### config.mk
export PLATFORM = sky130hd
export DESIGN_NAME = counter_scheduler
export DESIGN_NICKNAME = d
export VERILOG_FILES = /design/src/rtl/counter_sched_pkg.sv /design/src/rtl/counter_scheduler_rr_arbiter.sv /design/src/rtl/counter_scheduler.sv
export SDC_FILE = /design/constraint.sdc
export NUM_CORES = 1
export LEC_CHECK = 0
export CORE_ASPECT_RATIO = 1.1
export CORE_UTILIZATION = 51
export CTS_CLUSTER_DIAMETER = 40
export DETAILED_ROUTE_END_ITERATION = 10
export GPL_TIMING_DRIVEN = 0
export PLACE_DENSITY_LB_ADDON = 0.1
export SLEW_MARGIN = 10
export SYNTH_ARGS = -nofsm -noshare
export SYNTH_HDL_FRONTEND = slang
export SYNTH_SLANG_ARGS = --single-unit
### constraint.sdc
create_clock -name clock -period 6.6 [get_ports clock]
set_clock_uncertainty 0.15 [all_clocks]
set_input_delay 1.32 -clock clock [delete_from_list [all_inputs] [get_ports clock]]
set_output_delay 1.32 -clock clock [all_outputs]
set_load 0.03 [all_outputs]
### src/rtl/counter_sched_pkg.sv
// Shared definitions for the counter scheduler.
// Contents: FSM state encoding, the counter value type and the default
// requester count and counter width.
package counter_sched_pkg;

  localparam int DEFAULT_NUM_REQ = 4;
  localparam int DEFAULT_WIDTH   = 16;

  typedef enum logic [1:0] {
    IDLE = 2'd0,
    RUN  = 2'd1,
    DONE = 2'd2
  } state_t;

  typedef logic [DEFAULT_WIDTH-1:0] count_t;

endpackage

### src/rtl/counter_scheduler_rr_arbiter.sv
// Round-robin arbiter used by counter_scheduler.
// Purely combinational. The search starts at last_winner_i + 1 (mod NUM_REQ)
// and moves upward. The caller owns the pointer register and decides when it
// advances.
// Ports:
//   req_i          request vector
//   last_winner_i  index of the previous winner (the pointer)
//   pick_o         one-hot winner (all zero if nothing is requested)
//   pick_idx_o     winner index
//   valid_o        high when at least one request is set
module rr_arbiter import counter_sched_pkg::*; #(
  parameter int NUM_REQ = DEFAULT_NUM_REQ,
  localparam int IDX_W  = $clog2(NUM_REQ)
) (
  input  logic [NUM_REQ-1:0] req_i,
  input  logic [IDX_W-1:0]   last_winner_i,
  output logic [NUM_REQ-1:0] pick_o,
  output logic [IDX_W-1:0]   pick_idx_o,
  output logic               valid_o
);

  // cand_idx[k] is the requester at search distance k+1 from the pointer.
  logic [IDX_W-1:0] cand_idx [NUM_REQ];

  for (genvar gi = 0; gi < NUM_REQ; gi++) begin : g_cand
    assign cand_idx[gi] = IDX_W'((int'(last_winner_i) + 1 + gi) % NUM_REQ);
  end

  // Scan from the farthest candidate toward the nearest. A later hit
  // overwrites an earlier one, so the nearest set request wins.
  always_comb begin
    pick_o     = '0;
    pick_idx_o = '0;
    valid_o    = 1'b0;
    for (int k = NUM_REQ - 1; k >= 0; k--) begin
      if (req_i[cand_idx[k]]) begin
        pick_idx_o = cand_idx[k];
        valid_o    = 1'b1;
      end
    end
    if (valid_o) begin
      pick_o[pick_idx_o] = 1'b1;
    end
  end

endmodule

### src/rtl/counter_scheduler.sv
// Time-shares one up-counter among NUM_REQ requesters.
// An idle request is accepted through the round-robin arbiter. The counter
// then runs from 0 to len-1, and completion is signalled to the owner.
// Ports:
//   clock, reset  rising-edge clock, synchronous active-high reset
//   req           per-requester request levels
//   req_len       packed lengths; slice i belongs to req[i]; 0 is run as 1
//   abort         cancels a run in progress (ignored while idle)
//   grant         one-hot acceptance pulse in the first RUN cycle
//   done          one-hot completion pulse in the DONE cycle
//   busy          high whenever the FSM is not idle
//   owner         index of the current or last winner
//   count         shared counter value
module counter_scheduler import counter_sched_pkg::*; #(
  parameter int NUM_REQ = DEFAULT_NUM_REQ,
  parameter int WIDTH   = DEFAULT_WIDTH,
  localparam int IDX_W  = $clog2(NUM_REQ)
) (
  input  logic                     clock,
  input  logic                     reset,
  input  logic [NUM_REQ-1:0]       req,
  input  logic [NUM_REQ*WIDTH-1:0] req_len,
  input  logic                     abort,
  output logic [NUM_REQ-1:0]       grant,
  output logic [NUM_REQ-1:0]       done,
  output logic                     busy,
  output logic [IDX_W-1:0]         owner,
  output logic [WIDTH-1:0]         count
);

  state_t             state_q;
  logic [WIDTH-1:0]   count_q;
  logic [WIDTH-1:0]   len_q;
  logic [NUM_REQ-1:0] grant_q;
  logic [NUM_REQ-1:0] done_q;
  logic [NUM_REQ-1:0] win_oh_q;
  logic               busy_q;
  logic [IDX_W-1:0]   owner_q;
  logic [IDX_W-1:0]   last_q;

  logic [WIDTH-1:0]   len_arr [NUM_REQ];
  logic [WIDTH-1:0]   sel_len;
  logic [WIDTH-1:0]   len_d;
  logic [NUM_REQ-1:0] arb_pick;
  logic [IDX_W-1:0]   arb_idx;
  logic               arb_valid;

  for (genvar gi = 0; gi < NUM_REQ; gi++) begin : g_len
    assign len_arr[gi] = req_len[gi*WIDTH +: WIDTH];
  end

  rr_arbiter #(.NUM_REQ(NUM_REQ)) u_arb (
    .req_i         (req),
    .last_winner_i (last_q),
    .pick_o        (arb_pick),
    .pick_idx_o    (arb_idx),
    .valid_o       (arb_valid)
  );

  // A zero length is run as one cycle, so the compare against len-1 below
  // can never underflow.
  always_comb begin
    sel_len = len_arr[arb_idx];
    len_d   = (sel_len == '0) ? WIDTH'(1) : sel_len;
  end

  always_ff @(posedge clock) begin
    if (reset) begin
      state_q  <= IDLE;
      count_q  <= '0;
      len_q    <= WIDTH'(1);
      grant_q  <= '0;
      done_q   <= '0;
      win_oh_q <= '0;
      busy_q   <= 1'b0;
      owner_q  <= '0;
      // Pointer starts on the last index so req[0] has highest priority.
      last_q   <= IDX_W'(NUM_REQ - 1);
    end else begin
      grant_q <= '0;
      done_q  <= '0;
      case (state_q)
        IDLE: begin
          if (arb_valid) begin
            state_q  <= RUN;
            count_q  <= '0;
            len_q    <= len_d;
            owner_q  <= arb_idx;
            win_oh_q <= arb_pick;
            grant_q  <= arb_pick;
            busy_q   <= 1'b1;
          end
        end
        RUN: begin
          if (abort) begin
            // Count stays frozen; the pointer still moves past the owner.
            state_q <= IDLE;
            busy_q  <= 1'b0;
            last_q  <= owner_q;
          end else if (count_q == len_q - WIDTH'(1)) begin
            state_q <= DONE;
            done_q  <= win_oh_q;
          end else begin
            count_q <= count_q + WIDTH'(1);
          end
        end
        DONE: begin
          state_q <= IDLE;
          busy_q  <= 1'b0;
          last_q  <= owner_q;
        end
        default: begin
          state_q <= IDLE;
          busy_q  <= 1'b0;
        end
      endcase
    end
  end

  assign grant = grant_q;
  assign done  = done_q;
  assign busy  = busy_q;
  assign owner = owner_q;
  assign count = count_q;

endmodule

==> qor.yml, run 1 <==
place:
  port_buffers: 97
  dpl.hpwl_mm: 7.14
  place_area_sq_um: 4310
  place.gp.congestion: 0.892
critical_path:
  critical_path_class: "input pin to register"
  slowest_stage: "buf_1"
  cp-startpoint: "req[1]"
  path_buf_inv: 3
  crit_family: "buffers and inverters"
  path_max_fanout: 10
  worst_setup_path_end_kind: "register"
  path_common_cell: "mux2i_1"
  critPathArrivalTime_ns: 4.23
  cp_num_cells: 11
  regToRegStartpoint: "len_q[0]"
  r2r_cells: 11
  worstSetupStartpointType: "input pin"
  endpoint: "len_q[0]"
  max_stage_delay_ns: 0.58
  rrSetupSlack_ns: 3.43
  worstPathRequired_ns: 6.69
  cp_cell_sequence: "clkdlybuf4s50_1, nand2b_1, o22ai_1, a21oi_1, buf_2, buf_1, mux2i_1, mux2i_1, nor4_1, nand4_1, a31oi_1"
  r2r-end: "done[2]"
clock_network:
  cts-root-buf: "clkbuf_8"
  ctsResizeCount: 0
  cts_tree: "yes"
  clock_path_buffers: 2
  postCtsSetupRepairBufs: 0
  cts.htree.levels: 2
  ctsHoldBuffers: 0
  clkSinkCount: 51
  cts.clk_slew.worst_paths_ns: 0.09
  insertion_delay_ns: 0.31
  cts_buffers: 5
drt:
  drt_wl_total_mm: 8.71
  drc: 2
  via_count: 3218
  post_drt_wl_per_cell_um: 15.3
  viasPerCell: 5.64
  drt-initial-drc-count: 142
  antenna_left: 0
  firstDrtPassIters: 7
timing:
  final-setup-viol-count: 0
  rsz0062_at_grt: "false"
  fmax_mhz: 241
  final.min_clock_period_ns: 4.14
  tightest_slew_ns: 0.757
  slew_violations: 0
  hold_viol: 0
  slew-limit-headroom: 0.494
  fin_crit_sh: 0.628
  tns_ns: 0
synthesis:
  synth_top_area_frac: 0.315
  synth_ff_type: "dfxtp_1"
  synth-seq-area-share: 0.315
  ys_ff_latch: 51
  synth_fa_ha_area_frac: 0.00773
  synthArstFlopShare: 0
  syn_area_sq_um: 3240
  synth_compound_area_frac: 0.142
  synth_xor_area_frac: 0.0595
  avgSynthCellArea_sq_um: 8.36
  synth_top_family_by_area: "simple AND/OR/NAND/NOR gates"
  synth.largest_area_cell: "dfxtp_1"
  synthMuxAreaShare: 0.164
  synth.distinct_cells: 56
  post_synth_main_area_contributors: "dfxtp_1 (32%), mux2i_1 (16%), nand2_1 (6.1%)"
  syn-instance-count: 387
  synth_nets: 460
  synth_simple_gate_area_frac: 0.264
  ys_warn_count: 0
  synth_edf_count: 0
final_layout:
  fin_nets: 564
  final_cell_area_sq_um: 4400
  synthToLayoutAreaGrowth_pct: 35.9
  final_core_util: 0.715
  final_common_cell: "clkdlybuf4s50_1"
  layout_common_cells: "clkdlybuf4s50_1 (97), nand2_1 (53), mux2i_1 (52), dfxtp_1 (51), a21oi_1 (35)"
  diodes: 0
  drive_gt1_frac: 0.0733
min_path:
  hold_depth: 2
  hold_path_class: "register to register"
grt:
  first_global_vias: 3155
  grt_pass1_wl_mm: 14.6
  grtUsageTotal: 0.277
  grt_max_degree: 16
  antenna_found_initial: 0
  grt_overflow: 0
run_status:
  violations: "design-rule violations"
  outcome: "complete, but fails checks"
die:
  die_h_um: 85.6
  core-area_sq_um: 6160
  floorplan.die.width_um: 78.0
  fp-row-count: 30
  dieArea_sq_um: 6670
  start_util: 0.526
  io_pins: 98
job:
  maxCapViolCount: 0
power:
  power_density_nw_per_um2: 188
  vdd_drop_max_mv: 0.123
  p_leak_uw: 0.00169
kinds of logic after synthesis:
family | Yosys count
xor gates and xnor gates | 22
DFF | 51
AOI/OAI and AO/OA | 71
buffers and inverters | 28
muxes | 53
adders and majority gates | 2
and+or+nand+nor | 160
worst register-to-register path: cells and delay by family (launching register included):
kind	cells	cell delay (ns)
compound gates	2	0.43
simple gates	5	1.62
flops	1	0.32
buf+inv	3	0.35
fa+ha+maj	1	0.25
synthesized netlist by cell type, types with 10 or more instances:
library cell,instances
a21oi_1,35
xnor2_1,13
nor2_1,24
mux2i_1,52
nand2_1,53
dfxtp_1,51
o21ai_0,11
clkbuf_1,10
metal layers:
metal  global-route usage  wire [um]
met1                0.317       3560
met2                0.516       4490
met3               0.0521        504
met4               0.0875        159
met5                    0          0
power by group:
part / switching (uW) / total [uW] / internal (uW)
Clock: 104 / 189 / 84.6
Combinational: 146 / 286 / 141
Sequential: 23.2 / 350 / 327
Total: 273 / 825 / 552
per-stage QoR:
| step | setup WS (ns) | hold slack, ns | power, uW | std cells |
|---|---|---|---|---|
| 2_1_floorplan | 3.17 | 0.259 | 543 | 387 |
| 3_3_place_gp | 2.30 | 0.267 | 633 | 564 |
| 3_5_place_dp | 2.23 | 0.273 | 642 | 564 |
| 4_1_cts | 2.54 | 0.287 | 825 | 571 |
| 5_1_grt | 2.29 | 0.308 | 868 | 571 |
| 6_report | 2.46 | 0.291 | 825 | 571 |
flip-flops by register name, summed over array words and instances, names as in the netlist:
signal	flops
busy	1
last_q	2
owner	2
grant	4
count	16
len_q	16
win_oh_q	4
done	4
state_q	2
cell type report:
class | count | area [sq um]
Sequential cell | 51 | 1020
Inverter | 9 | 33.8
Multi-Input combinational cell | 308 | 2060
Buffer | 19 | 118
Clock inverter | 1 | 8.76
Fill cell | 529 | 1760
Tap cell | 80 | 100
Clock buffer | 6 | 82.6
Timing Repair Buffer | 97 | 971
how the worst min path moves through the flow:
stage                 from  endpoint  slack [ns]
2_1_floorplan  win_oh_q[0]   done[0]        0.26
3_5_place_dp   win_oh_q[2]   done[2]        0.27
3_3_place_gp   win_oh_q[0]   done[0]        0.27
5_1_grt        win_oh_q[3]   done[3]        0.31
6_report       win_oh_q[3]   done[3]        0.29
4_1_cts        win_oh_q[2]   done[2]        0.29
No activity file was read; power rests on OpenSTA's default activity.
==> run 2, diff against run 1 <==
CORE_UTILIZATION = 43   (was 51)
clock period = 3.81 ns   (was 6.6 ns; I/O delays follow)
==> qor.yml, run 2 (synthesis gave the netlist of run 1 again) <==
final_layout:
  final_core_util: 0.621
  fillers: 662
  synthToLayoutAreaGrowth_pct: 37.5
  diodes: 0
  multiInputGateArea_sq_um: 2060
  final_common_cell: "clkdlybuf4s50_1"
  layout_common_cells: "clkdlybuf4s50_1 (97), nand2_1 (53), mux2i_1 (52), dfxtp_1 (51), a21oi_1 (35)"
  drive_gt1_frac: 0.0752
  fin_nets: 564
  seqCellArea_sq_um: 1020
grt:
  grtUsageTotal: 0.215
  grt_overflow: 0
  grt_max_degree: 17
  first_global_vias: 2864
  grt_pass1_wl_mm: 13.4
  antenna_found_initial: 0
clock_network:
  cts_buffers: 5
  clkSinkCount: 51
  ctsResizeCount: 0
  cts_tree: "yes"
  postCtsSetupRepairBufs: 0
  cts.htree.levels: 2
  cts-root-buf: "clkbuf_8"
  ctsHoldBuffers: 0
  clock_path_buffers: 2
  cts.clk_slew.worst_paths_ns: 0.09
  insertion_delay_ns: 0.31
critical_path:
  worstPathRequired_ns: 3.90
  critPathArrivalTime_ns: 3.57
  max_stage_delay_ns: 0.61
  path_max_fanout: 10
  regToRegStartpoint: "len_q[0]"
  rrSetupSlack_ns: 0.62
  endpoint: "len_q[0]"
  critical_path_class: "input pin to register"
  slowest_stage: "buf_1"
  r2r_cells: 11
  worstSetupStartpointType: "input pin"
  path_common_cell: "mux2i_1"
  cp_cell_sequence: "clkdlybuf4s50_1, nand2b_1, o22ai_1, a21oi_1, buf_2, buf_1, mux2i_1, mux2i_1, nor4_1, nand4_1, a31oi_1"
  worst_setup_path_end_kind: "register"
  cp-startpoint: "req[1]"
  r2r-end: "done[3]"
drt:
  via_count: 3121
  drt_wl_total_mm: 8.22
  drc: 2
  drt-initial-drc-count: 92
  firstDrtPassIters: 7
  antenna_left: 0
  post_drt_wl_per_cell_um: 14.2
  viasPerCell: 5.41
die:
  dieArea_sq_um: 7880
  fp-row-count: 32
  floorplan.die.width_um: 84.7
  core-area_sq_um: 7170
  io_pins: 98
  start_util: 0.452
  die_h_um: 93.0
timing:
  fin_crit_sh: 0.913
  fmax_mhz: 287
  tns_ns: 0
  tightest_slew_ns: 0.749
  hold_viol: 0
  setup_slack_ns: 0.331
  slew_violations: 0
  slew-limit-headroom: 0.499
  final-setup-viol-count: 0
  rsz0062_at_grt: "false"
  final.min_clock_period_ns: 3.48
place:
  dpl.hpwl_mm: 6.78
  place.gp.congestion: 0.838
  port_buffers: 97
  pre_cts_ws_ns: 0.00634
run_status:
  violations: "design-rule violations"
  outcome: "complete, but fails checks"
power:
  power_density_nw_per_um2: 346
  vdd_drop_max_mv: 0.245
  p_leak_uw: 0.00171
job:
  maxCapViolCount: 0
min_path:
  hold_path_class: "register to register"
-- run 2: cell count changes in the layout (fill, tap and decap cells not counted), sizes merged --
cell      change
clkbuf        -1
bufinv        +2
clkinvlp      +1
inv           -1
-- run 2: routing by layer --
metal,vias to the layer above,track usage,part of all wire
met3,11,0.0415,0.048
met2,99,0.386,0.50
li1,1608,-,-
met4,0,0.0678,0.015
met1,1403,0.258,0.44
met5,-,0,0
-- run 2: stage by stage --
stage / power (uW) / instance area, sq um / instances / hold WS [ns]
6_report: 1540 / 4450 / 577 / 0.286
5_1_grt: 1630 / 4450 / 577 / 0.314
4_1_cts: 1550 / 4450 / 577 / 0.289
3_5_place_dp: 1110 / 4310 / 569 / 0.274
3_3_place_gp: 1100 / 4310 / 569 / 0.270
2_1_floorplan: 941 / 3240 / 387 / 0.259
-- run 2: layout make-up --
class,count,area share
multi-input combinational,308,0.464
sequential,51,0.229
timing repair buffer,97,0.218
buffer,19,0.0264
tap,85,0.0239
clock buffer,5,0.0155
clock inverter,3,0.0152
inverter,9,0.00759
-- run 2: worst min path at each step --
stage | from | endpoint | depth (start not counted) | slack [ns]
2_1_floorplan | win_oh_q[0] | done[0] | 2 | 0.26
3_3_place_gp | win_oh_q[3] | done[3] | 2 | 0.27
3_5_place_dp | win_oh_q[3] | done[3] | 2 | 0.27
4_1_cts | win_oh_q[3] | done[3] | 2 | 0.29
5_1_grt | win_oh_q[3] | done[3] | 2 | 0.31
6_report | win_oh_q[2] | done[2] | 2 | 0.29
-- run 2: worst max-delay path: cells and delay by family --
| family | cells | cell delay [ns] |
|---|---|---|
| AO/OA/AOI/OAI | 3 | 0.40 |
| buffers and inverters | 3 | 1.37 |
| multiplexers | 2 | 0.45 |
| AND/OR/NAND/NOR | 3 | 0.59 |
-- run 2: where the power goes --
group          leakage (uW)  switching, uW  total (uW)  internal (uW)
registers          0.000417           40.1         606            566
clock network     0.0000644            185         446            262
logic               0.00123            246         489            243
